<file path="src/rtl/mux2_vector_sequencer_if.sv">
`default_nettype none
// ============================================================================
// mux2_vector_sequencer_if
// Control, status and MUX-stimulus signals for the 2:1 MUX sweep sequencer.
// Rev 1.0 - initial release
// ============================================================================
interface mux2_vector_sequencer_if;
  logic       start;
  logic       loop;
  logic       abort;
  logic       y_in;
  logic       a;
  logic       b;
  logic       c;
  logic [2:0] vec_idx;
  logic       busy;
  logic       done;
  logic       pass;
  logic [3:0] err_cnt;

  // Sequencer side: drives MUX inputs and status, observes control and y_in
  modport master (
    input  start, loop, abort, y_in,
    output a, b, c, vec_idx, busy, done, pass, err_cnt
  );

  // Environment side: drives control and the MUX result, observes status
  modport slave (
    output start, loop, abort, y_in,
    input  a, b, c, vec_idx, busy, done, pass, err_cnt
  );
endinterface
`default_nettype wire

</file>
<file path="src/rtl/mux2_vector_sequencer.sv">
`default_nettype none
// ============================================================================
// mux2_vector_sequencer
// Steps a 2:1 MUX through all eight {a,b,c} vectors, holds each for DWELL
// cycles, samples y_in at the end of each dwell against c ? b : a, and
// reports a saturating mismatch count and a per-sweep pass flag.
// Rev 1.0 - initial release
// ============================================================================
module mux2_vector_sequencer #(
  parameter int DWELL = 4,
  parameter int CNT_W = 8
) (
  input  wire logic              clk,
  input  wire logic              rst_n,
  mux2_vector_sequencer_if.master bus
);

  localparam logic [1:0]       S_IDLE = 2'd0;
  localparam logic [1:0]       S_RUN  = 2'd1;
  localparam logic [1:0]       S_DONE = 2'd2;
  localparam logic [CNT_W-1:0] c_LAST = CNT_W'(DWELL - 1);

  logic [1:0]       r_state;
  logic [1:0]       w_state_nxt;
  logic [CNT_W-1:0] r_cnt;
  logic [2:0]       r_vec;
  logic [3:0]       r_err;
  logic             r_sweep_err;
  logic             r_pass;
  logic             r_done;
  logic             r_busy;
  logic             w_done_nxt;
  logic             w_busy_nxt;

  // End of a dwell: the currently driven vector is judged on this cycle
  wire w_tick      = (r_state == S_RUN) && (r_cnt == c_LAST);
  wire w_expected  = r_vec[0] ? r_vec[1] : r_vec[2];
  wire w_mismatch  = w_tick && (bus.y_in != w_expected);
  wire w_sweep_end = w_tick && (r_vec == 3'd7);
  // Launch a fresh sweep; start is only honoured outside RUN and loses to abort
  wire w_launch    = (r_state != S_RUN) && bus.start && !bus.abort;

  // State register
  always_ff @(posedge clk or negedge rst_n) begin
    if (!rst_n) r_state <= S_IDLE;
    else        r_state <= w_state_nxt;
  end

  // Next-state decode; abort overrides every transition
  always_comb begin
    w_state_nxt = r_state;
    if (bus.abort) begin
      w_state_nxt = S_IDLE;
    end else begin
      case (r_state)
        S_IDLE:  if (bus.start) w_state_nxt = S_RUN;
        S_RUN:   if (w_sweep_end && !bus.loop) w_state_nxt = S_DONE;
        S_DONE:  if (bus.start) w_state_nxt = S_RUN;
        default: w_state_nxt = S_IDLE;
      endcase
    end
  end

  // Next values of the status flags: done pulses on a looping sweep end and
  // is held while parked in DONE until a new start or abort
  always_comb begin
    w_busy_nxt = (w_state_nxt == S_RUN);
    w_done_nxt = 1'b0;
    if (!bus.abort) begin
      w_done_nxt = w_sweep_end || ((r_state == S_DONE) && !bus.start);
    end
  end

  // Vector, dwell counter, error accounting and registered status flags
  always_ff @(posedge clk or negedge rst_n) begin
    if (!rst_n) begin
      r_cnt       <= '0;
      r_vec       <= 3'd0;
      r_err       <= 4'd0;
      r_sweep_err <= 1'b0;
      r_pass      <= 1'b0;
      r_done      <= 1'b0;
      r_busy      <= 1'b0;
    end else begin
      r_done <= w_done_nxt;
      r_busy <= w_busy_nxt;
      if (bus.abort) begin
        // err_cnt and pass deliberately survive an abort
        r_cnt       <= '0;
        r_vec       <= 3'd0;
        r_sweep_err <= 1'b0;
      end else if (w_launch) begin
        r_cnt       <= '0;
        r_vec       <= 3'd0;
        r_err       <= 4'd0;
        r_pass      <= 1'b0;
        r_sweep_err <= 1'b0;
      end else if (r_state == S_RUN) begin
        if (w_tick) begin
          r_cnt <= '0;
          if (w_mismatch && (r_err != 4'hF)) r_err <= r_err + 4'd1;
          if (r_vec == 3'd7) begin
            // pass covers only the sweep just finished, not the running total
            r_pass      <= !(r_sweep_err || w_mismatch);
            r_sweep_err <= 1'b0;
            if (bus.loop) r_vec <= 3'd0;
          end else begin
            r_vec       <= r_vec + 3'd1;
            r_sweep_err <= r_sweep_err || w_mismatch;
          end
        end else begin
          r_cnt <= r_cnt + 1'b1;
        end
      end
    end
  end

  assign bus.a       = r_vec[2];
  assign bus.b       = r_vec[1];
  assign bus.c       = r_vec[0];
  assign bus.vec_idx = r_vec;
  assign bus.busy    = r_busy;
  assign bus.done    = r_done;
  assign bus.pass    = r_pass;
  assign bus.err_cnt = r_err;

endmodule
`default_nettype wire
</file>
<file path="src/flat_wrapper.sv">
// flat-port wrapper written by rule: the top's interface ports become plain ports
module mux2_vector_sequencer_flat 
#(
  parameter int DWELL = 4,
  parameter int CNT_W = 8
)
  (clk, rst_n, bus_start, bus_loop, bus_abort, bus_y_in, bus_a, bus_b, bus_c, bus_vec_idx, bus_busy, bus_done, bus_pass, bus_err_cnt);
  mux2_vector_sequencer_if bus_i ();
  input  wire logic clk;
  input  wire logic rst_n;
  input wire logic [$bits(bus_i.start)-1:0] bus_start;
  input wire logic [$bits(bus_i.loop)-1:0] bus_loop;
  input wire logic [$bits(bus_i.abort)-1:0] bus_abort;
  input wire logic [$bits(bus_i.y_in)-1:0] bus_y_in;
  output wire logic [$bits(bus_i.a)-1:0] bus_a;
  output wire logic [$bits(bus_i.b)-1:0] bus_b;
  output wire logic [$bits(bus_i.c)-1:0] bus_c;
  output wire logic [$bits(bus_i.vec_idx)-1:0] bus_vec_idx;
  output wire logic [$bits(bus_i.busy)-1:0] bus_busy;
  output wire logic [$bits(bus_i.done)-1:0] bus_done;
  output wire logic [$bits(bus_i.pass)-1:0] bus_pass;
  output wire logic [$bits(bus_i.err_cnt)-1:0] bus_err_cnt;
  assign bus_i.start = bus_start;
  assign bus_i.loop = bus_loop;
  assign bus_i.abort = bus_abort;
  assign bus_i.y_in = bus_y_in;
  assign bus_a = bus_i.a;
  assign bus_b = bus_i.b;
  assign bus_c = bus_i.c;
  assign bus_vec_idx = bus_i.vec_idx;
  assign bus_busy = bus_i.busy;
  assign bus_done = bus_i.done;
  assign bus_pass = bus_i.pass;
  assign bus_err_cnt = bus_i.err_cnt;
  mux2_vector_sequencer #(.DWELL(DWELL), .CNT_W(CNT_W)) u_core (.clk(clk), .rst_n(rst_n), .bus(bus_i));
endmodule
</file>
<file path="config.mk">
export PLATFORM = sky130hd
export DESIGN_NAME = mux2_vector_sequencer_flat
export DESIGN_NICKNAME = d
export VERILOG_FILES = /design/src/rtl/mux2_vector_sequencer_if.sv /design/src/rtl/mux2_vector_sequencer.sv /design/src/flat_wrapper.sv
export SDC_FILE = /design/constraint.sdc
export NUM_CORES = 1
export LEC_CHECK = 0
export ABC_CLOCK_PERIOD_IN_PS = 1700
export BUFFER_PORTS_ARGS = -buffer_cell sky130_fd_sc_hd__buf_2
export CAP_MARGIN = 10
export CORE_ASPECT_RATIO = 0.6
export CORE_MARGIN = 5
export CORE_UTILIZATION = 49
export CTS_CLUSTER_SIZE = 28
export DETAILED_ROUTE_END_ITERATION = 8
export GPL_ROUTABILITY_DRIVEN = 0
export PLACE_DENSITY = 0.75
export SLEW_MARGIN = 20
export SYNTH_ARGS = -nofsm -noshare
export SYNTH_HDL_FRONTEND = slang
export SYNTH_SLANG_ARGS = --single-unit
</file>
<file path="constraint.sdc">
create_clock -name clk -period 1.7 [get_ports clk]
set_input_delay 0.34 -clock clk [delete_from_list [all_inputs] [get_ports clk]]
set_output_delay 0.34 -clock clk [all_outputs]
set_load 0.02 [all_outputs]
</file>
==> flow_summary.ini, run 1 <==
[floorplan]
initial_core_util = 0.522
ios = 19
die_h_um = 47.5
die-width_um = 72.4
rows = 13
die_area_um2 = 3440
fp.coreArea_um2 = 2200

[layout]
areaGrowthSynthToFinish_pct = 25.8
nFillCells = 178
fin_nets = 158
n_antenna_cell = 0
drive_gt1_frac = 0.354

[logic_synthesis]
synth_edf_count = 0
syn_inst = 116
postSynth.asyncResetShare = 1.00
yosys.area.top_type_share = 0.459
syn_area_um2 = 1150
synth_warnings = 0
post-synth-top-area-cell = dfrtp_1
netlist_top_cells_count = dfrtp_1, a21oi_1, nand3_1
synth.distinct_cells = 38
ys_ff_latch = 21
synth.avg_cell_area_um2 = 9.88
ys_top_cells_by_area = dfrtp_1, a21oi_1, ha_1
ys_seq_area_frac = 0.459
synthFlopType = dfrtp_1
synth.most_common_cell = dfrtp_1
synth_fp_nets = 126

[sta]
slew_headroom = 0.650
slew_viol_final = 0
finalClockSkew_ns = 0.00377
fin_hold_ws_ns = 0.0229
fin_tns_setup_ns = -0.167
fmax_mhz = 555
setup_viol = 3
finalCritPeriodShare = 1.06
rsz0062_at_grt = yes
finalHoldViolCount = 0
setup_ws_ns = -0.102
finalCriticalPeriod_ns = 1.80
max_slew.worst_pin.slew_ns = 0.521

[pwr]
swShare = 0.245
seqPwrFrac = 0.550
power.leakage_uw = 0.000674
p_sw_uw = 227
power.density_nw_per_um2 = 643
p_clk_frac = 0.354
combPwrFrac = 0.096
irDropWorstVdd_mv = 0.479
p_int_uw = 700

[routing]
viasPerCell = 6.03
totalWireLength_um = 3050
wl_per_cell_um = 17.2
detail_route.first_pass.iterations = 4
route.detailed.drc = 0
drtAntennaViolNets = 0
drt_iter0_markers = 56
vias = 1067

[setup_path]
cp-end-kind = flip-flop
worstSetupStartpointType = flip-flop
r2r_slack_ns = -0.10
worstRegToRegCells = 5
crit_arrival_ns = 1.95
timing.rr.start = u_core.r_cnt[1]
cp_max_fo = 7
worst-setup-path-type = flip-flop to flip-flop
regToRegEndpoint = u_core.bus.err_cnt[3]
worst_ep_required_time_ns = 1.85

[clock_network]
cts_sinks = 21
cts_tree = built
clk_pin_slew_worst_paths_ns = 0.08
root_buffer = clkbuf_8
ctsHtreeMaxLevel = 1
cts_hold_buffers = 0
clockBufferDepth = 2
worstSkewPairLatency_ns = 0.26
cts_made_buffers = 3

[grt]
grt_pass1_wl_um = 4930
grt_pass1_vias = 1062
grt_util_all_layers = 0.194
grt_remaining_overflow = 0
grt_start_max_net_pins = 22
antenna_found_initial = 0

[placement]
dp_hpwl_um = 2130
port_buffers = 18
place_ws_ns = -0.0898

[outcome]
status = complete, but fails checks
violations = setup timing

[job]
cap_violations = 0

[worst_hold_path]
min_path_type = input port to asynchronous set/reset pin
final cells by class:
type | count | area, um2 | share of cell area
Clock buffer | 3 | 41.3 | 0.0286
Clock inverter | 1 | 5.00 | 0.00347
Sequential cell | 21 | 526 | 0.365
Multi-Input combinational cell | 87 | 622 | 0.431
Tap cell | 30 | 37.5 | 0.0260
Inverter | 2 | 7.51 | 0.00521
Timing Repair Buffer | 33 | 203 | 0.141
state kept, by name (all words and copies together) (netlist names):
register            count
u_core.r_cnt            8
u_core.r_sweep_err      1
u_core.bus.pass         1
u_core.bus.busy         1
u_core.bus.err_cnt      4
u_core.bus.done         1
u_core.r_state          2
u_core.bus.vec_idx      3
cells in the final DEF, fill, tap and decap left out, drive strengths merged:
| master | n |
|---|---|
| and2 | 1 |
| nand2 | 6 |
| a31o | 1 |
| nor2 | 5 |
| o211ai | 1 |
| and3 | 3 |
| dfrtp | 21 |
| or3b | 1 |
| or4b | 1 |
| o41ai | 2 |
| nand2b | 4 |
| nand4 | 2 |
| a21oi | 13 |
| o31ai | 3 |
| clkinv | 1 |
| xnor2 | 1 |
| and4 | 1 |
| nor4b | 1 |
| a22o | 1 |
| a311oi | 1 |
| nor4 | 1 |
| o21a | 1 |
| ha | 4 |
| mux2 | 1 |
| clkbuf | 3 |
| or3 | 4 |
| mux2i | 1 |
| o311ai | 1 |
| buf | 33 |
| xor2 | 4 |
| o21ai | 5 |
| nor3 | 4 |
| nand3 | 10 |
| a21o | 1 |
| nor3b | 1 |
| nor2b | 1 |
| inv | 2 |
cell families (layout without fill, tap and decap cells):
family,after synthesis,after routing,synth area share
compound gates,30,30,0.164
xor+xnor,5,5,0.0382
fa+ha+maj,4,4,0.0437
buf+inv,8,39,0.0371
flops,21,21,0.459
mux,2,2,0.0186
simple gates,46,46,0.240
through the flow:
stage	util	power [uW]	cell area, um2	cells
floorplan	-	562	1150	116
global placement	0.598	596	1310	168
detailed placement	0.598	600	1310	168
CTS	0.631	923	1390	175
global route	0.656	965	1440	177
finish	0.656	927	1440	177
layer usage:
layer	GRT usage	vias up	wire, um
met5	0	-	0
met4	0.0699	0	93
met3	0.0545	20	265
met2	0.335	67	1340
met1	0.243	492	1350
li1	-	488	-
timing repair:
item,CTS,global route
cloned,0,0
resized for setup,1,10
setup buffers,3,2
hold endpoints to repair,0,0
setup endpoints to repair,6,14
pin swaps,3,2
power groups by stage:
stage                     Combinational (uW)  Clock (uW)  Sequential [uW]
final                                   89.2         328              510
after global routing                    98.7         355              510
after CTS                               82.1         331              509
after detailed placement                80.6           0              519
after global placement                  77.7           0              518
after floorplan                         40.6           0              522
worst max-delay path, stage by stage, from the launching register on:
cell	delay [ns]
dfrtp_1	0.38
ha_2	0.19
nor4b_4	0.30
nand3_2	0.23
o41ai_1	0.49
a21oi_2	0.09
worst max-delay path by stage:
stage	start	end	slack, ns	cells past startpoint
after floorplan	u_core.r_cnt[2]	u_core.bus.err_cnt[3]	0.03	4
after global placement	u_core.r_cnt[1]	u_core.bus.err_cnt[3]	0.02	5
after detailed placement	u_core.r_cnt[1]	u_core.bus.err_cnt[3]	-0.09	5
after CTS	u_core.r_cnt[1]	u_core.bus.err_cnt[3]	-0.06	5
after global routing	u_core.r_cnt[1]	u_core.bus.err_cnt[3]	-0.17	5
final	u_core.r_cnt[1]	u_core.bus.err_cnt[3]	-0.10	5
Note: power is estimated with default switching activity, not from simulation.
==> run 2, diff against run 1 <==
- CTS_CLUSTER_SIZE: 28 -> default
- GPL_TIMING_DRIVEN: default -> 0
==> run 2 against run 1 <==
The flow still finishes with violations (setup timing). Sequential share of layout area down 1.2 points. Clock skew increased by 0.0063 ns. Global-route usage is 3.3 points lower. Setup slack gained 0.034 ns. Sequential cell count is the same. Clock-buffer cell count increased by 1. Register-to-register slack improved by 0.03 ns. Combinational power up 3.9%. First-iteration DRC count is 11% lower. Maximum frequency up 2.0%. Die area did not move. Cell area rose by 3.4%.
==> flow_summary.ini, run 2 (synthesis gave the netlist of run 1 again) <==
[sta]
setup_viol = 2
finalCritPeriodShare = 1.04
fmax_mhz = 566
finalHoldViolCount = 0
slew_headroom = 0.637
max_slew.worst_pin.slew_ns = 0.537
finalCriticalPeriod_ns = 1.77
slew_viol_final = 0
rsz0062_at_grt = yes
finalClockSkew_ns = 0.0100
setup_ws_ns = -0.0680

[pwr]
power.density_nw_per_um2 = 621
irDropWorstVdd_mv = 0.622
power.leakage_uw = 0.000660

[setup_path]
cp-end-kind = flip-flop
worst-setup-path-type = flip-flop to flip-flop
path_cells = ha_2, nor4b_4, and4_4, or4b_4, a21oi_2
worstSetupStartpointType = flip-flop
regToRegEndpoint = u_core.bus.err_cnt[3]
cpPeakStageDelay_ns = 0.45
cp_max_fo = 4
worstRegToRegCells = 5
worst_ep_required_time_ns = 1.89
crit_slowest_cell = or4b_4
crit_arrival_ns = 1.96
critPathLaunch = u_core.r_cnt[1]
r2r_slack_ns = -0.07
timing.rr.start = u_core.r_cnt[1]

[floorplan]
initial_core_util = 0.522
rows = 13
fp.coreArea_um2 = 2200
die_h_um = 47.5
ios = 19
die_area_um2 = 3440
die-width_um = 72.4

[layout]
fin_cells = 175
final_common_cell = dfrtp_1
drive_gt1_frac = 0.393
multiInputGateArea_um2 = 691
largest_reg_flops = 8
n_antenna_cell = 0
regMostFlops = u_core.r_cnt
regArea_um2 = 526
final_util = 0.679
nFillCells = 162
final_cell_mix = dfrtp_1, buf_2, a21oi_1, buf_4, nand3_1
fin_nets = 156
areaGrowthSynthToFinish_pct = 30.0

[routing]
detail_route.first_pass.iterations = 4
vias = 1043
wl_per_cell_um = 17.0
totalWireLength_um = 2970
route.detailed.drc = 0
drt_iter0_markers = 50
viasPerCell = 5.96
drtAntennaViolNets = 0

[placement]
dp.cells = 163
dp_hpwl_um = 1860
place_ws_ns = -0.124
port_buffers = 17

[clock_network]
cts_sinks = 21
worstSkewPairLatency_ns = 0.26
clockBufferDepth = 2
cts_made_buffers = 3
ctsHtreeMaxLevel = 1
cts_tree = built
clk_pin_slew_worst_paths_ns = 0.08
root_buffer = clkbuf_8
cts_hold_buffers = 0

[grt]
grt_start_max_net_pins = 22
grt_util_all_layers = 0.161
grtUsageMet2 = 0.268
use_met1 = 0.218
grt_pass1_wl_um = 4190
grt_pass1_vias = 907
busiest_layer = met2
grtUsageMet3 = 0.0503
antenna_found_initial = 0
grt_remaining_overflow = 0

[worst_hold_path]
min_path_type = input port to asynchronous set/reset pin

[outcome]
status = complete, but fails checks
violations = setup timing

[job]
cap_violations = 0
[run 2: how the worst max path moves through the flow]
stage	end	slack, ns	depth (start not counted)
6_report	u_core.bus.err_cnt[3]	-0.07	5
4_1_cts	u_core.bus.err_cnt[3]	-0.1	5
2_1_floorplan	u_core.bus.err_cnt[3]	0.03	4
5_1_grt	u_core.bus.err_cnt[3]	-0.15	5
3_5_place_dp	u_core.bus.err_cnt[3]	-0.12	5
3_3_place_gp	u_core.bus.err_cnt[3]	-0.10	5
[run 2: area by class of cell]
cell class              count  area share
clock buffers               4      0.0302
well taps                  30      0.0252
repair buffers             25      0.0999
inverters                   2     0.00504
plain buffers               6      0.0235
multi-input cells          87       0.463
flip-flops and latches     21       0.353
[run 2: through the flow]
step	cell area (um2)	hold slack (ns)	total power (uW)	setup TNS, ns
5_1_grt	1490	0.0684	961	-0.656
3_3_place_gp	1270	0.316	590	-0.169
3_5_place_dp	1270	0.319	592	-0.190
2_1_floorplan	1150	0.0444	562	0
4_1_cts	1350	0.0348	914	-0.105
6_report	1490	0.0223	926	-0.0998
[run 2: per-layer routing]
metal	part of all wire	up-vias
met5	0	-
met4	0.0084	0
met3	0.065	4
met2	0.48	39
met1	0.45	512
li1	-	488
[run 2: where the power goes]
group / total, uW / switching, uW / internal [uW]
sequential: 510 / 4.10 / 506
clock: 324 / 157 / 167
combinational: 92.7 / 63.4 / 29.4
total: 926 / 224 / 702
[run 2: timing repair]
action / in CTS / in global routing
cloned: 0 / 0
resized for setup: 5 / 20
pin swaps: 3 / 4
setup endpoints to repair: 7 / 14
setup buffers: 2 / 6
[run 2: worst max-delay path, delay by kind of cell, from the launching register on]
family,cells,cell delay (ns)
AO/OA/AOI/OAI,1,0.13
adder cells (fa/ha/maj),1,0.19
flip-flops,1,0.37
AND/OR/NAND/NOR,3,1.02
==> run 3, diff against run 2 <==
- ABC_CLOCK_PERIOD_IN_PS: 1700 -> 2200
- CORE_ASPECT_RATIO: 0.6 -> default
- CORE_UTILIZATION: 49 -> 55
- PLACE_DENSITY: 0.75 -> 0.79
- clock period: 1.7 -> 2.2 ns (I/O delays scaled with it)
==> run 3 against run 2 <==
The run now ends clean. First-iteration DRC count decreased by 20%. Critical path depth stayed put. Cell area down 13%. Wire length down 23%. Clock power down 41%. Highest routed layer unchanged.
==> flow_summary.ini, run 3 (synthesis gave the netlist of run 1 again) <==
[clock_network]
post_cts_buffers = 0
root_buffer = clkbuf_4
cts_made_buffers = 3
worstSkewPairLatency_ns = 0.31
cts_tree = built
post_cts_resized = 0
cts_sinks = 21
clk_pin_slew_worst_paths_ns = 0.12
clockBufferDepth = 2
ctsHtreeMaxLevel = 1
cts_hold_buffers = 0

[grt]
grt_start_max_net_pins = 22
grt_util_all_layers = 0.155
grt_pass1_vias = 897
grt_pass1_wl_um = 3930
antenna_found_initial = 0
grt_remaining_overflow = 0

[floorplan]
ios = 19
rows = 16
initial_core_util = 0.578
die-width_um = 55.7
fp.coreArea_um2 = 1980
die_h_um = 55.7
die_area_um2 = 3100

[pwr]
p_sw_uw = 162
p_int_uw = 477
irDropWorstVdd_mv = 0.402
seqPwrFrac = 0.616
p_clk_frac = 0.297
power.density_nw_per_um2 = 494
power.leakage_uw = 0.000597
combPwrFrac = 0.086
swShare = 0.254

[placement]
port_buffers = 17
dp_hpwl_um = 1810

[sta]
fmax_mhz = 544
max_slew.worst_pin.slew_ns = 0.530
fin_tns_setup_ns = 0
fin_hold_ws_ns = 0.0536
slew_headroom = 0.644
finalCritPeriodShare = 0.835
rsz0062_at_grt = no
setup_viol = 0
finalClockSkew_ns = 0.00961
finalCriticalPeriod_ns = 1.84
slew_viol_final = 0
finalHoldViolCount = 0

[setup_path]
cp_max_fo = 5
worst_ep_required_time_ns = 2.44
path_cells = ha_1, nor4b_4, and4_4, or4b_1, a21oi_1
crit_arrival_ns = 2.07
worst-setup-path-type = flip-flop to flip-flop
cp-end-kind = flip-flop
worstSetupStartpointType = flip-flop
crit_slowest_cell = or4b_1
cpPeakStageDelay_ns = 0.43

[layout]
final_util = 0.653
final_cell_mix = dfrtp_1, buf_2, a21oi_1
n_antenna_cell = 0
regMostFlops = u_core.r_cnt
areaGrowthSynthToFinish_pct = 13.0
final_common_cell = dfrtp_1
largest_reg_flops = 8
drive_gt1_frac = 0.234
fin_nets = 148

[routing]
wl_per_cell_um = 14.0
drtAntennaViolNets = 0
vias = 951
viasPerCell = 5.80
detail_route.first_pass.iterations = 4
drt_iter0_markers = 40
totalWireLength_um = 2300
route.detailed.drc = 0

[job]
cap_violations = 0

[worst_hold_path]
min_path_type = input port to asynchronous set/reset pin

[outcome]
status = finished, final reports clean
run 3: power by group through the flow:
stage               Clock (uW)  Combinational (uW)  Sequential, uW
finish                     190                55.1             394
global route               210                62.9             395
CTS                        199                56.1             394
detailed placement           0                55.8             401
global placement             0                54.1             401
floorplan                    0                31.4             403
run 3: cell type report:
cell class	instances	area [um2]
Inverter	2	7.51
Fill cell	168	687
Clock inverter	1	7.51
Tap cell	27	33.8
Sequential cell	21	526
Clock buffer	3	22.5
Buffer	6	35.0
Multi-Input combinational cell	87	578
Timing Repair Buffer	17	85.1
run 3: critical path, delay by kind of cell (launching register included):
family / cells / cell delay, ns
compound gates: 1 / 0.15
simple gates: 3 / 1.03
fa+ha+maj: 1 / 0.19
flops: 1 / 0.39
run 3: worst paths after layout:
path | slack (ns) | start | cells past startpoint | endpoint
worst min register to register | 0.49 | u_core.r_sweep_err | 1 | u_core.bus.pass
min in group clk | 0.49 | u_core.r_sweep_err | 1 | u_core.bus.pass
worst min-delay path | 0.05 | rst_n | 1 | u_core.r_cnt[2]
worst max-delay path | 0.36 | u_core.r_cnt[0] | 5 | u_core.bus.err_cnt[3]
max in group asynchronous | 1.82 | rst_n | 1 | u_core.r_cnt[3]
worst max register to register | 0.36 | u_core.r_cnt[0] | 5 | u_core.bus.err_cnt[3]
run 3: routing by layer:
metal,global-route usage,wire length [um]
met2,0.258,1130
met3,0.0487,146
met5,0,0
met1,0.196,1010
met4,0.0347,13
run 3: per-stage QoR:
stage                     power, uW  area (um2)  setup slack (ns)  cells
after floorplan                 434        1150             0.526    116
after global placement          455        1260             0.433    160
after detailed placement        457        1260             0.411    160
after CTS                       649        1290             0.365    164
after global routing            668        1290             0.164    164
final                           639        1290             0.363    164
